$ cat src/rtl/instruction_fetch_pipe_if.sv
// ============================================================================
// Module   : instruction_fetch_pipe_if
// Brief    : Instruction-memory bus plus decode handshake for the fetch stage.
// Revision : 1.0
// ============================================================================
`default_nettype none

interface instruction_fetch_pipe_if #(
  parameter int ADDR_W = 11,
  parameter int DATA_W = 32,
  parameter int PC_W   = 32
) ();
  logic [DATA_W-1:0] im_dataout;
  logic              im_cen;
  logic              im_wen;
  logic              im_oen;
  logic [ADDR_W-1:0] im_addr;
  logic [DATA_W-1:0] im_datain;
  logic              redirect_valid;
  logic [PC_W-1:0]   redirect_pc;
  logic              id_ready;
  logic              if_valid;
  logic [DATA_W-1:0] instruction;
  logic [PC_W-1:0]   pc_min_one;

  modport master (
    input  im_dataout, redirect_valid, redirect_pc, id_ready,
    output im_cen, im_wen, im_oen, im_addr, im_datain,
           if_valid, instruction, pc_min_one
  );

  modport slave (
    output im_dataout, redirect_valid, redirect_pc, id_ready,
    input  im_cen, im_wen, im_oen, im_addr, im_datain,
           if_valid, instruction, pc_min_one
  );
endinterface

`default_nettype wire

$ cat src/rtl/instruction_fetch_pipe.sv
// ============================================================================
// Module   : instruction_fetch_pipe
// Brief    : PC-driven fetch stage with 1-cycle memory and a prefetch FIFO.
// Revision : 1.0
// ============================================================================
`default_nettype none

module instruction_fetch_pipe #(
  parameter int          ADDR_W   = 11,
  parameter int          DATA_W   = 32,
  parameter int          PC_W     = 32,
  parameter int          DEPTH    = 2,
  parameter int unsigned RESET_PC = 0
) (
  input  logic                        clk,
  input  logic                        rst_n,
  instruction_fetch_pipe_if.master    bus
);
  localparam int              c_PTR_W    = $clog2(DEPTH);
  localparam int              c_CNT_W    = $clog2(DEPTH + 1);
  localparam logic [c_CNT_W:0] c_DEPTH   = (c_CNT_W + 1)'(DEPTH);
  localparam logic [PC_W-1:0] c_RESET_PC = PC_W'(RESET_PC);

  logic [PC_W-1:0]    r_fetch_pc;
  logic               r_inflight;
  logic [PC_W-1:0]    r_inflight_pc;
  logic [c_CNT_W-1:0] r_count;
  logic [c_PTR_W-1:0] r_rd_ptr;
  logic [c_PTR_W-1:0] r_wr_ptr;
  logic [DATA_W-1:0]  r_mem_ins [DEPTH];
  logic [PC_W-1:0]    r_mem_pc1 [DEPTH];

  logic               w_valid;
  logic               w_pop;
  logic               w_push;
  logic               w_issue;
  logic [c_CNT_W:0]   w_occ;
  logic [ADDR_W-1:0]  w_fetch_addr;
  logic [ADDR_W-1:0]  w_redir_addr;

  generate
    if (PC_W >= ADDR_W) begin : g_addr_trunc
      assign w_fetch_addr = r_fetch_pc[ADDR_W-1:0];
      assign w_redir_addr = bus.redirect_pc[ADDR_W-1:0];
    end else begin : g_addr_ext
      assign w_fetch_addr = {{(ADDR_W - PC_W){1'b0}}, r_fetch_pc};
      assign w_redir_addr = {{(ADDR_W - PC_W){1'b0}}, bus.redirect_pc};
    end
  endgenerate

  assign w_valid = rst_n & (r_count != '0);
  assign w_pop   = w_valid & bus.id_ready & ~bus.redirect_valid;
  assign w_push  = r_inflight & ~bus.redirect_valid;
  assign w_occ   = {1'b0, r_count} + {{c_CNT_W{1'b0}}, r_inflight};
  // Slot reservation: an issue is allowed only if its return word is guaranteed room.
  assign w_issue = w_occ < (c_DEPTH + {{c_CNT_W{1'b0}}, w_pop});

  always_ff @(posedge clk) begin
    if (!rst_n) begin
      r_fetch_pc    <= c_RESET_PC;
      r_inflight    <= 1'b0;
      r_inflight_pc <= '0;
      r_count       <= '0;
      r_rd_ptr      <= '0;
      r_wr_ptr      <= '0;
    end else if (bus.redirect_valid) begin
      r_fetch_pc    <= bus.redirect_pc + PC_W'(1);
      r_inflight    <= 1'b1;
      r_inflight_pc <= bus.redirect_pc;
      r_count       <= '0;
      r_rd_ptr      <= '0;
      r_wr_ptr      <= '0;
    end else begin
      r_inflight <= w_issue;
      if (w_issue) begin
        r_fetch_pc    <= r_fetch_pc + PC_W'(1);
        r_inflight_pc <= r_fetch_pc;
      end
      if (w_push) r_wr_ptr <= r_wr_ptr + c_PTR_W'(1);
      if (w_pop)  r_rd_ptr <= r_rd_ptr + c_PTR_W'(1);
      r_count <= r_count + {{(c_CNT_W - 1){1'b0}}, w_push}
                         - {{(c_CNT_W - 1){1'b0}}, w_pop};
    end
  end

  // Storage needs no reset: occupancy alone decides what is visible.
  always_ff @(posedge clk) begin
    if (rst_n && w_push) begin
      r_mem_ins[r_wr_ptr] <= bus.im_dataout;
      r_mem_pc1[r_wr_ptr] <= r_inflight_pc + PC_W'(1);
    end
  end

  always_comb begin
    bus.im_cen  = 1'b1;
    bus.im_addr = '0;
    if (rst_n) begin
      if (bus.redirect_valid) begin
        bus.im_cen  = 1'b0;
        bus.im_addr = w_redir_addr;
      end else begin
        bus.im_cen  = ~w_issue;
        bus.im_addr = w_fetch_addr;
      end
    end
  end

  assign bus.im_wen      = 1'b1;
  assign bus.im_oen      = 1'b0;
  assign bus.im_datain   = '0;
  assign bus.if_valid    = w_valid;
  assign bus.instruction = w_valid ? r_mem_ins[r_rd_ptr] : '0;
  assign bus.pc_min_one  = w_valid ? r_mem_pc1[r_rd_ptr] : '0;

endmodule

`default_nettype wire

$ cat src/flat_wrapper.sv
// flat-port wrapper written by rule: the top's interface ports become plain ports
module instruction_fetch_pipe_flat 
#(
  parameter int          ADDR_W   = 11,
  parameter int          DATA_W   = 32,
  parameter int          PC_W     = 32,
  parameter int          DEPTH    = 2,
  parameter int unsigned RESET_PC = 0
)
  (clk, rst_n, bus_im_dataout, bus_redirect_valid, bus_redirect_pc, bus_id_ready, bus_im_cen, bus_im_wen, bus_im_oen, bus_im_addr, bus_im_datain, bus_if_valid, bus_instruction, bus_pc_min_one);
  instruction_fetch_pipe_if #(.ADDR_W(ADDR_W), .DATA_W(DATA_W), .PC_W(PC_W)) bus_i ();
  input  logic clk;
  input  logic rst_n;
  input wire logic [$bits(bus_i.im_dataout)-1:0] bus_im_dataout;
  input wire logic [$bits(bus_i.redirect_valid)-1:0] bus_redirect_valid;
  input wire logic [$bits(bus_i.redirect_pc)-1:0] bus_redirect_pc;
  input wire logic [$bits(bus_i.id_ready)-1:0] bus_id_ready;
  output wire logic [$bits(bus_i.im_cen)-1:0] bus_im_cen;
  output wire logic [$bits(bus_i.im_wen)-1:0] bus_im_wen;
  output wire logic [$bits(bus_i.im_oen)-1:0] bus_im_oen;
  output wire logic [$bits(bus_i.im_addr)-1:0] bus_im_addr;
  output wire logic [$bits(bus_i.im_datain)-1:0] bus_im_datain;
  output wire logic [$bits(bus_i.if_valid)-1:0] bus_if_valid;
  output wire logic [$bits(bus_i.instruction)-1:0] bus_instruction;
  output wire logic [$bits(bus_i.pc_min_one)-1:0] bus_pc_min_one;
  assign bus_i.im_dataout = bus_im_dataout;
  assign bus_i.redirect_valid = bus_redirect_valid;
  assign bus_i.redirect_pc = bus_redirect_pc;
  assign bus_i.id_ready = bus_id_ready;
  assign bus_im_cen = bus_i.im_cen;
  assign bus_im_wen = bus_i.im_wen;
  assign bus_im_oen = bus_i.im_oen;
  assign bus_im_addr = bus_i.im_addr;
  assign bus_im_datain = bus_i.im_datain;
  assign bus_if_valid = bus_i.if_valid;
  assign bus_instruction = bus_i.instruction;
  assign bus_pc_min_one = bus_i.pc_min_one;
  instruction_fetch_pipe #(.ADDR_W(ADDR_W), .DATA_W(DATA_W), .PC_W(PC_W), .DEPTH(DEPTH), .RESET_PC(RESET_PC)) u_core (.clk(clk), .rst_n(rst_n), .bus(bus_i));
endmodule
$ cat config.mk
export PLATFORM = sky130hd
export DESIGN_NAME = instruction_fetch_pipe_flat
export DESIGN_NICKNAME = d
export VERILOG_FILES = /design/src/rtl/instruction_fetch_pipe_if.sv /design/src/rtl/instruction_fetch_pipe.sv /design/src/flat_wrapper.sv
export SDC_FILE = /design/constraint.sdc
export NUM_CORES = 1
export LEC_CHECK = 0
export CORE_MARGIN = 2
export CORE_UTILIZATION = 50
export CTS_BUF_LIST = sky130_fd_sc_hd__clkbuf_8
export CTS_CLUSTER_DIAMETER = 80
export DETAILED_ROUTE_END_ITERATION = 10
export PLACE_DENSITY = 0.79
export SYNTH_ARGS = -nofsm -noshare
export SYNTH_HDL_FRONTEND = slang
export SYNTH_SLANG_ARGS = --single-unit
$ cat constraint.sdc
create_clock -name clk -period 6.15 [get_ports clk]
set_input_delay 0.9225 -clock clk [delete_from_list [all_inputs] [get_ports clk]]
set_output_delay 0.9225 -clock clk [all_outputs]
set_load 0.01 [all_outputs]
# After elaboration in Yosys (flattened, before gate mapping)
# Memories as Yosys holds them, arrays and structs flattened. A register that Yosys moved wholly into a read port is not among the register bits.
# Cells that the tools add are included.
# op_classes
add_sub_neg	9
n_mul	0
div	0
magnitude_cmp	1
eq_ne	0
n_shift	0
muxes	17
n_bitwise	7
n_reduce_logical	4
# op_table
op	n
$mux W32	6
$add A32 B1 Y32 const B	3
$mux W11	2
$mux W1	9
$and A1 B1 Y1	4
$reduce_bool A2 Y1	2
$add A2 B1 Y3	1
$add A2 B1 Y3 const A	1
$lt A3 B3 Y1	1
$not A1 Y1	3
$add A1 B1 Y1 const B	2
$add A2 B1 Y2	1
$reduce_or A2 Y1	1
$sub A2 B1 Y2	1
$logic_and A1 B1 Y1	1
# totals
reg_bits	69
latch_bits	0
ram_bits	128
mem_bits_ro	0
out_inout_bits	111
mem_count	2
# mem_list
name	depth	word_bits	read_ports	rd_ports_with_merged_regs	write_ports	line_no	text
u_core.r_mem_ins	2	32	1	1	1	instruction_fetch_pipe.sv:30	logic [DATA_W-1:0] r_mem_ins [DEPTH];
u_core.r_mem_pc1	2	32	1	1	1	instruction_fetch_pipe.sv:31	logic [PC_W-1:0] r_mem_pc1 [DEPTH];

# Logic depth before layout (Yosys ltp)
# Gate-level depths: netlist of run 1.
# logic_depth
depth_word	9
mapped_depth	14
ltp_nobuf	9

# Least setup slack after synthesis of run 1
# Ideal clock, no wire load.
# synth_path
kind	in2reg
startpoint	in bus_redirect_valid
endpoint	mem u_core.r_mem_ins[0][0], enable pin
arrival_time_ps	6133
required_time_ps	5572
slack_ps	-561
path_stages	4
path_buffers	2
cell_sequence	buf_6 > nand2b_4 > clkbuf_1 > nor3b_1
# synth_via
elab_chain_len	5
# synth_rtl
item	line_no	text
start, declared	flat_wrapper.sv:15	input wire logic [$bits(bus_i.redirect_valid)-1:0] bus_redirect_valid;
$not A1 Y1	instruction_fetch_pipe.sv:53	assign w_push = r_inflight & ~bus.redirect_valid;
$and A1 B1 Y1	instruction_fetch_pipe.sv:53	
$logic_and A1 B1 Y1	instruction_fetch_pipe.sv:88	if (rst_n && w_push) begin
$mux W1	instruction_fetch_pipe.sv:88	
$mux W1 (implied by the code)	instruction_fetch_pipe.sv:89	r_mem_ins[r_wr_ptr] <= bus.im_dataout;
end, declared	instruction_fetch_pipe.sv:30	
# Every way passes these cells.

# Worst setup path in the final report of run 1
# layout_path
startpoint	in rst_n
endpoint	out bus_im_addr[7]
# layout_via
elab_chain_len	1
# layout_rtl
item	line_no	text
start, declared	flat_wrapper.sv:13	input logic rst_n;
$mux W11	instruction_fetch_pipe.sv:97	if (rst_n) begin
end, declared	flat_wrapper.sv:21	output wire logic [$bits(bus_i.im_addr)-1:0] bus_im_addr;
# Every way passes these cells.

==> results of run 1 <==
-- worst reg2reg max path, cell delays in order, from the launching register on --
cell                       delay, ns
sky130_fd_sc_hd__dfxtp_1        0.37
sky130_fd_sc_hd__mux2i_1        0.16
sky130_fd_sc_hd__inv_1          0.11
sky130_fd_sc_hd__ha_1           0.18
sky130_fd_sc_hd__inv_1          0.09
sky130_fd_sc_hd__a211oi_4       0.60
sky130_fd_sc_hd__nand4_4        0.24
sky130_fd_sc_hd__or4_1          0.56
sky130_fd_sc_hd__a31oi_1        0.18
sky130_fd_sc_hd__a21boi_2       0.16
-- power breakdown --
| part | internal, W | leakage (nW) | switching (W) |
|---|---|---|---|
| Sequential | 0.00146 | 1.73 | 0.0000476 |
| Combinational | 0.000133 | 2.22 | 0.000159 |
| Clock | 0.000372 | 0.204 | 0.000472 |
-- cell usage in the layout (no fill, tap or decap), types with 5 or more instances in the layout --
cell type / Yosys / layout
sky130_fd_sc_hd__nor3_1: 7 / 7
sky130_fd_sc_hd__a31oi_1: 5 / 5
sky130_fd_sc_hd__o21ai_0: 12 / 11
sky130_fd_sc_hd__xor2_1: 29 / 29
sky130_fd_sc_hd__and3_1: 10 / 9
sky130_fd_sc_hd__xnor2_1: 53 / 53
sky130_fd_sc_hd__nand4_1: 18 / 18
sky130_fd_sc_hd__edfxtp_1: 128 / 128
sky130_fd_sc_hd__clkdlybuf4s50_1: 0 / 143
sky130_fd_sc_hd__inv_1: 14 / 15
sky130_fd_sc_hd__nand3_1: 29 / 29
sky130_fd_sc_hd__a21oi_1: 52 / 52
sky130_fd_sc_hd__conb_1: 2 / 34
sky130_fd_sc_hd__buf_4: 36 / 11
sky130_fd_sc_hd__ha_1: 6 / 6
sky130_fd_sc_hd__nor2_1: 141 / 141
sky130_fd_sc_hd__nand2_1: 110 / 110
sky130_fd_sc_hd__a211oi_1: 15 / 15
sky130_fd_sc_hd__nand4_2: 6 / 6
sky130_fd_sc_hd__o21ai_1: 5 / 5
sky130_fd_sc_hd__dfxtp_1: 70 / 69
sky130_fd_sc_hd__mux2i_1: 83 / 83
sky130_fd_sc_hd__clkbuf_8: 1 / 17
sky130_fd_sc_hd__o22ai_1: 6 / 6
-- state kept, by name, summed over array words and instances (netlist names), named ones only --
name and count:
u_core.r_mem_ins 64, u_core.r_wr_ptr 1, u_core.r_rd_ptr 1, u_core.r_mem_pc1 64, u_core.r_inflight 1, u_core.r_count 2
u_core.r_fetch_pc 32, u_core.r_inflight_pc 32
-- per-layer routing --
| layer | wire [um] | global-route usage [%] | part of all wire [%] | vias to the layer above |
|---|---|---|---|---|
| met5 | 0 | 0 | 0 | - |
| met4 | 259 | 5.24 | 1.2 | 0 |
| met3 | 1390 | 3.59 | 6.4 | 30 |
| met2 | 9920 | 31.2 | 46 | 293 |
| met1 | 10000 | 28.7 | 46 | 3452 |
| li1 | - | - | - | 3563 |
-- through the flow --
stage,setup WS (ns),utilization (%),std cells,total power [W]
after global placement,2.29,59.0,1324,0.00182
after floorplan,1.71,-,990,0.00172
final,2.27,61.0,1356,0.00265
after detailed placement,2.24,59.0,1324,0.00183
after CTS,2.24,61.0,1356,0.00266
after global routing,2.14,61.0,1356,0.00275
-- how the worst max path moves through the flow --
stage,slack [ns],cells after the start,from,endpoint
2_1_floorplan,1.71,4,bus_redirect_valid,u_core.r_mem_ins[0][0]$_DFFE_PP_
3_3_place_gp,2.29,6,rst_n,bus_im_addr[7]
3_5_place_dp,2.24,6,rst_n,bus_im_addr[7]
4_1_cts,2.24,6,rst_n,bus_im_addr[7]
5_1_grt,2.14,6,rst_n,bus_im_addr[5]
6_report,2.27,6,rst_n,bus_im_addr[7]
-- cells in the mapped netlist, types with 18 or more instances --
master,number
sky130_fd_sc_hd__a21oi_1,52
sky130_fd_sc_hd__buf_4,36
sky130_fd_sc_hd__clkbuf_1,27
sky130_fd_sc_hd__dfxtp_1,70
sky130_fd_sc_hd__edfxtp_1,128
sky130_fd_sc_hd__mux2i_1,83
sky130_fd_sc_hd__nand2_1,110
sky130_fd_sc_hd__nand3_1,29
sky130_fd_sc_hd__nand4_1,18
sky130_fd_sc_hd__nor2_1,141
sky130_fd_sc_hd__xnor2_1,53
sky130_fd_sc_hd__xor2_1,29
-- area by class of cell --
cell class,instances,area [um2]
repair buffers,154,1510
multi-input cells,692,4440
fillers,1613,7660
clock buffers,17,234
well taps,265,332
clock inverters,15,170
inverters,15,56.3
flip-flops and latches,198,5250
-- cells by family after synthesis --
group,Yosys count,share of synthesized area [%]
AO/OA/AOI/OAI,123,8.49
adder cells (fa/ha/maj),6,0.743
buffers and inverters,100,5.49
AND/OR/NAND/NOR,362,17.7
XOR/XNOR,82,7.11
other,2,0.0744
multiplexers,85,8.45
flip-flops,198,51.9
==> summary.md, run 1 <==
| Metric | Value |
|---|---|
| Number of H-tree branching levels | 4 |
| Fraction of layout instances using a drive strength above 1 | under 10% |
| Pwr per Cell Area | 221 mW/mm2 |
| Reg2reg setup slack | approximately 3.4 ns |
| Via count of the first global-routing pass | 6722 |
| Static leakage power | between 4 and 5 nW |
| Post-Syn Area | 0.0101 mm2 |
| Clk_skew | 0.0171 ns |
| Worst min-delay path endpoint | u_core.r_fetch_pc[24]$_SDFFE_PN0P_ |
| Synthesis warning total | 0 |
| Final critical-path share of the clock period | 63.2% |
| Kind of start point of the critical path | primary input |
| Hold Crit Start | u_core.r_fetch_pc[24]$_SDFFE_PN0P_ |
| Total of flip-flops plus latches after synthesis | 198 |
| Die Span X | roughly 150 um |
| Min Tclk post-route | between 3 and 4 ns |
| Startpoint-to-endpoint class of the critical path | in2out |
| Cell type contributing the most total cell area after synthesis | sky130_fd_sc_hd__edfxtp_1 |
| Total clock sinks | 198 |
| Drt total wl | 21600 um |
| Number of vias in the routed layout | about 7300 |
| All-Layer GR Usage | about a fifth |
| Maximum clock rate | between 0.2 and 0.3 GHz |
| Clk slew on worst S/H paths | roughly 0.1 ns |
| Die Area | about 0.021 mm2 |
| Buffers plus inverters on the worst setup path | 5 |
| Clock Tree Buf Depth | 2 |
| Placed inst area | around 0.012 mm2 |
| Library cell contributing the largest single delay on the critical path | sky130_fd_sc_hd__clkdlybuf4s50_1 |
| Slew Limit Fails | 0 |
| Wire length of the first global-routing pass | approximately 34000 um |
| Path category of the worst min-delay check | reg2reg |
| Instance count of the mapped netlist | between 900 and 1000 |
| Area growth from synthesis to final layout | 18.8% |
| Number of maximum-capacitance violations | 0 |
| Maximum ir drop on the vdd rail | ~0.14 mV |
| Post-DR wirelength/cell | 15.9 um |
| Placeable core region | between 0.015 and 0.02 mm2 |
| Placer congestion estimate | between 0.8 and 0.9 |
| Post-synthesis async set-or-reset flop share | 0% |
| Crit-path max cell delay | just under 0.7 ns |
| Placement row count | 51 |
| Avg Synthesized Cell Area | roughly 11 um2 |
| Root Buffer | sky130_fd_sc_hd__clkbuf_8 |
| Worst r2r path cells | 9 |
| Overall die height | 146 um |
| Highest net fanout along the worst path | 35 |
| First-pass iteration count of the detailed router | 5 |
| Remaining number of nets flagged by the antenna check after routing | 0 |
| Slew HR | roughly 22% |
| Maximum number of pins on one net before global-route repair | 85 |
| Resized cells post-CTS | 0 |
| DRC viols | 0 |
| Setup TNS | 0 ns |
| Cell types occupying the most area after synthesis | sky130_fd_sc_hd__edfxtp_1 38%, sky130_fd_sc_hd__dfxtp_1 14%, sky130_fd_sc_hd__mux2i_1 8.2%, sky130_fd_sc_hd__nor2_1 5.2%, sky130_fd_sc_hd__xnor2_1 4.6% |
| Post-layout instance area | between 0.01 and 0.015 mm2 |
| Initial core utilization | about 51% |
| Post-route worst hold slack | around 0.51 ns |
| Hold Path Stages | 2 |
| Number of buffers created by CTS | 17 |
| Final-report hold violation count | 0 |
| I/O pin count | ~180 |
| Count of unique library cells instantiated by Yosys | between 70 and 80 |
| Area share of the leading cell type in the synthesized netlist | about two fifths |
| Unrepaired setup endpoints after global routing | false |
| Slew @ Worst Pin | between 1 and 1.5 ns |
| Number of inserted diodes | 0 |
| Hold Buf Count CTS | 0 |
| Setup fix buffers added after clock tree synthesis | 0 |
| Number of flops mapped to enable cells by yosys | 128 |
| Delay-heaviest family, CP | buffers and inverters |
| Critical Path End Type | output port |
| Source-to-sink clock delay at the later pin of the worst-skew pair | between 0.4 and 0.5 ns |
| Number of antenna violations at the first check in global routing | 0 |
| CP Data Arrival Time | just under 3 ns |
| Primary FF master, synth | sky130_fd_sc_hd__edfxtp_1 |
| Post-detail-place hpwl | between 10000 and 15000 um |
| Reg2Reg Capture Point | u_core.r_fetch_pc[26]$_SDFFE_PN0P_ |
| Average via count per standard cell | ~5.4 |
| Sequential fraction of the synthesis area | about half |
| Worst r2r src | u_core.r_fetch_pc[0]$_SDFFE_PN0P_ |
| Detailed router's first-iteration violation count | 570 |
| Sequence of cells on the critical path | clkdlybuf4s50_1 > buf_4 > inv_1 > buf_4 > a21oi_1 > clkdlybuf4s50_1 |
| Buffers added on ports | around 140 |
| Data required time of the worst path | between 5 and 6 ns |
| Count of final setup violators | 0 |
| Clock tree from TritonCTS | built |
| # nets final | 1152 |
| Leftover overflow at the end of global routing | 0 |
| Outcome | complete, no violations |
(Power assumes the default switching activity.)
==> run 2: changes to the inputs <==
Clock period 6.15 ns to 3.2 ns, I/O delays scaled along.
==> run 2 against run 1 <==
Worst setup slack got worse by 1.9 ns. Critical path type is now reg2out. Combinational power rose by 100%. Global-route usage rose by 0.66 points. Critical endpoint is now bus_im_cen. Cell area rose by 1.3%.
==> summary.md, run 2 (synthesis results as in run 1) <==
| Metric | Value |
|---|---|
| Detailed router's first-iteration violation count | approximately 600 |
| Pwr per Cell Area | 406 mW/mm2 |
| Die Span X | 146 um |
| Final-report hold violation count | 0 |
| Drt total wl | between 20000 and 25000 um |
| Maximum ir drop on the vdd rail | between 0.2 and 0.3 mV |
| WL met1 | between 9000 and 10000 um |
| Path category of the worst min-delay check | in2reg |
| Remaining number of nets flagged by the antenna check after routing | 0 |
| Placed Cells incl. Taps | roughly 1300 |
| I/O pin count | between 150 and 200 |
| Number of vias in the routed layout | ~7300 |
| CP Data Arrival Time | ~2.4 ns |
| Placeable core region | between 0.015 and 0.02 mm2 |
| Met2 wirelength from detailed routing | around 11000 um |
| Routed length on met3 | roughly 1500 um |
| Area growth from synthesis to final layout | 20.3% |
| Slew Limit Fails | 0 |
| Clk slew on worst S/H paths | ~0.10 ns |
| Outcome | complete, no violations |
| Wire length of the first global-routing pass | about 35000 um |
| Average via count per standard cell | roughly 5.3 |
| Sequence of cells on the critical path | ha_1 > ha_1 > or2_2 > o32a_1 > nand2_1 > nand2_1 > dlymetal6s2s_1 |
| Via count of the first global-routing pass | 7023 |
| Setup TNS | 0 ns |
| All-Layer GR Usage | approximately a fifth |
| Number of antenna violations at the first check in global routing | 0 |
| Highest net fanout along the worst path | 4 |
| Kind of start point of the critical path | flip-flop |
| Count of final setup violators | 0 |
| Total clock sinks | a little under 200 |
| Clk_skew | between 0.01 and 0.015 ns |
| Fill cell count | about 1600 |
| First-pass iteration count of the detailed router | 5 |
| Library cell contributing the largest single delay on the critical path | sky130_fd_sc_hd__dfxtp_1 |
| Buffers added on ports | 144 |
| Unrepaired setup endpoints after global routing | false |
| Post-DR wirelength/cell | 16.2 um |
| Highest signal layer in the routed design | met4 |
| Final critical-path share of the clock period | between 80% and 90% |
| Startpoint-to-endpoint class of the critical path | reg2out |
| Number of maximum-capacitance violations | 0 |
| Number of buffers created by CTS | 17 |
| Static leakage power | roughly 4.2 nW |
| # nets final | 1171 |
| Most common cell after layout, fill and taps aside | sky130_fd_sc_hd__clkdlybuf4s50_1 |
| Data required time of the worst path | about 2.7 ns |
| Largest registers | u_core.r_mem_ins: 64 flops, u_core.r_mem_pc1: 64 flops |
| Die Area | between 0.02 and 0.025 mm2 |
| Number of inserted diodes | 0 |
| Fraction of layout instances using a drive strength above 1 | 9.02% |
| Leftover overflow at the end of global routing | 0 |
| Root Buffer | sky130_fd_sc_hd__clkbuf_8 |
| Placer congestion estimate | a little under 0.9 |
| Number of H-tree branching levels | 4 |
| Post-Layout Cell Count | around 1400 |
| Overall die height | 146 um |
| Initial core utilization | roughly half |
| Reg2reg setup slack | about 0.59 ns |
| Min Tclk post-route | between 2 and 3 ns |
| Maximum number of pins on one net before global-route repair | between 60 and 70 |
| Slew @ Worst Pin | around 0.80 ns |
| DRC viols | 0 |
| Top library cells by usage in the layout, fill and taps aside | 142 x sky130_fd_sc_hd__clkdlybuf4s50_1, 141 x sky130_fd_sc_hd__nor2_1, 128 x sky130_fd_sc_hd__edfxtp_1, 110 x sky130_fd_sc_hd__nand2_1, 83 x sky130_fd_sc_hd__mux2i_1 |
| Source-to-sink clock delay at the later pin of the worst-skew pair | 0.46 ns |
| Placement row count | roughly 50 |
| Maximum clock rate | 0.353 GHz |
| Clock tree from TritonCTS | built |
| Crit-path max cell delay | approximately 0.38 ns |
| Clock Tree Buf Depth | 2 |
| Critical Path End Type | output port |
| Slew HR | between 40 and 50% |
| Post-detail-place hpwl | between 15000 and 20000 um |
==> run 2: cell types whose count changed in the layout (fill, tap and decap cells not counted) <==
cell | previous run | this run
sky130_fd_sc_hd__clkdlybuf4s50_1 | 143 | 142
sky130_fd_sc_hd__clkinvlp_4 | 2 | 3
sky130_fd_sc_hd__inv_8 | 3 | 0
sky130_fd_sc_hd__clkinv_4 | 4 | 3
sky130_fd_sc_hd__dlymetal6s2s_1 | 0 | 1
sky130_fd_sc_hd__clkinv_2 | 1 | 3
sky130_fd_sc_hd__clkinv_1 | 0 | 2
sky130_fd_sc_hd__inv_6 | 2 | 1
sky130_fd_sc_hd__buf_12 | 0 | 5
sky130_fd_sc_hd__buf_4 | 11 | 25
sky130_fd_sc_hd__bufinv_16 | 2 | 1
==> run 2: cell type report <==
cell class | instances | area [um2] | area share, %
inverters | 15 | 56.3 | 0.463
multi-input cells | 692 | 4440 | 36.6
flip-flops and latches | 198 | 5250 | 43.2
well taps | 265 | 332 | 2.73
repair buffers | 173 | 1720 | 14.2
clock buffers | 17 | 234 | 1.93
clock inverters | 14 | 114 | 0.937
==> run 2: worst paths after layout <==
kind,start,endpoint,cells past startpoint
hold / removal,bus_redirect_valid,u_core.r_inflight_pc[16]$_SDFFE_PN0P_,3
hold reg to reg,u_core.r_fetch_pc[24]$_SDFFE_PN0P_,u_core.r_fetch_pc[24]$_SDFFE_PN0P_,2
setup reg to reg,u_core.r_count[0]$_SDFF_PP0_,u_core.r_fetch_pc[29]$_SDFFE_PN0P_,8
setup / recovery,u_core.r_count[0]$_SDFF_PP0_,bus_im_cen,7
==> run 2: report_power, final <==
part	leakage (nW)	internal (W)	switching [W]
clock	0.174	0.000604	0.000844
combinational	2.34	0.000273	0.000314
sequential	1.73	0.00281	0.0000878
total	4.25	0.00369	0.00125
==> run 2: worst max-delay path: cells and delay by family, from the launching register on <==
family,cells,cell delay [ns]
AO/OA/AOI/OAI,1,0.31
adder cells (fa/ha/maj),2,0.45
buffers and inverters,1,0.21
flip-flops,1,0.38
AND/OR/NAND/NOR,3,0.56
==> run 2: metrics by stage <==
step	util (%)	worst slack [ns]	power [W]	area [um2]	hold slack, ns
after floorplan	-	0.0869	0.00330	10200	0.457
after global placement	60.0	0.342	0.00352	11800	0.481
after detailed placement	60.0	0.235	0.00354	11800	0.490
after CTS	61.8	0.0216	0.00497	12100	0.420
after global routing	61.8	0.201	0.00513	12100	0.461
final	61.8	0.369	0.00493	12100	0.457
==> run 2: what timing repair did <==
action,4_1_cts,5_1_grt
setup endpoints to repair,0,1
resized for setup,0,1
buffers inserted,0,0
hold buffers,0,0
==> run 2: routing by layer <==
metal	global-route usage, %	vias up
met1	28.6	3469
li1	-	3595
met5	0	-
met2	33.5	245
met4	5.83	0
met3	3.34	26
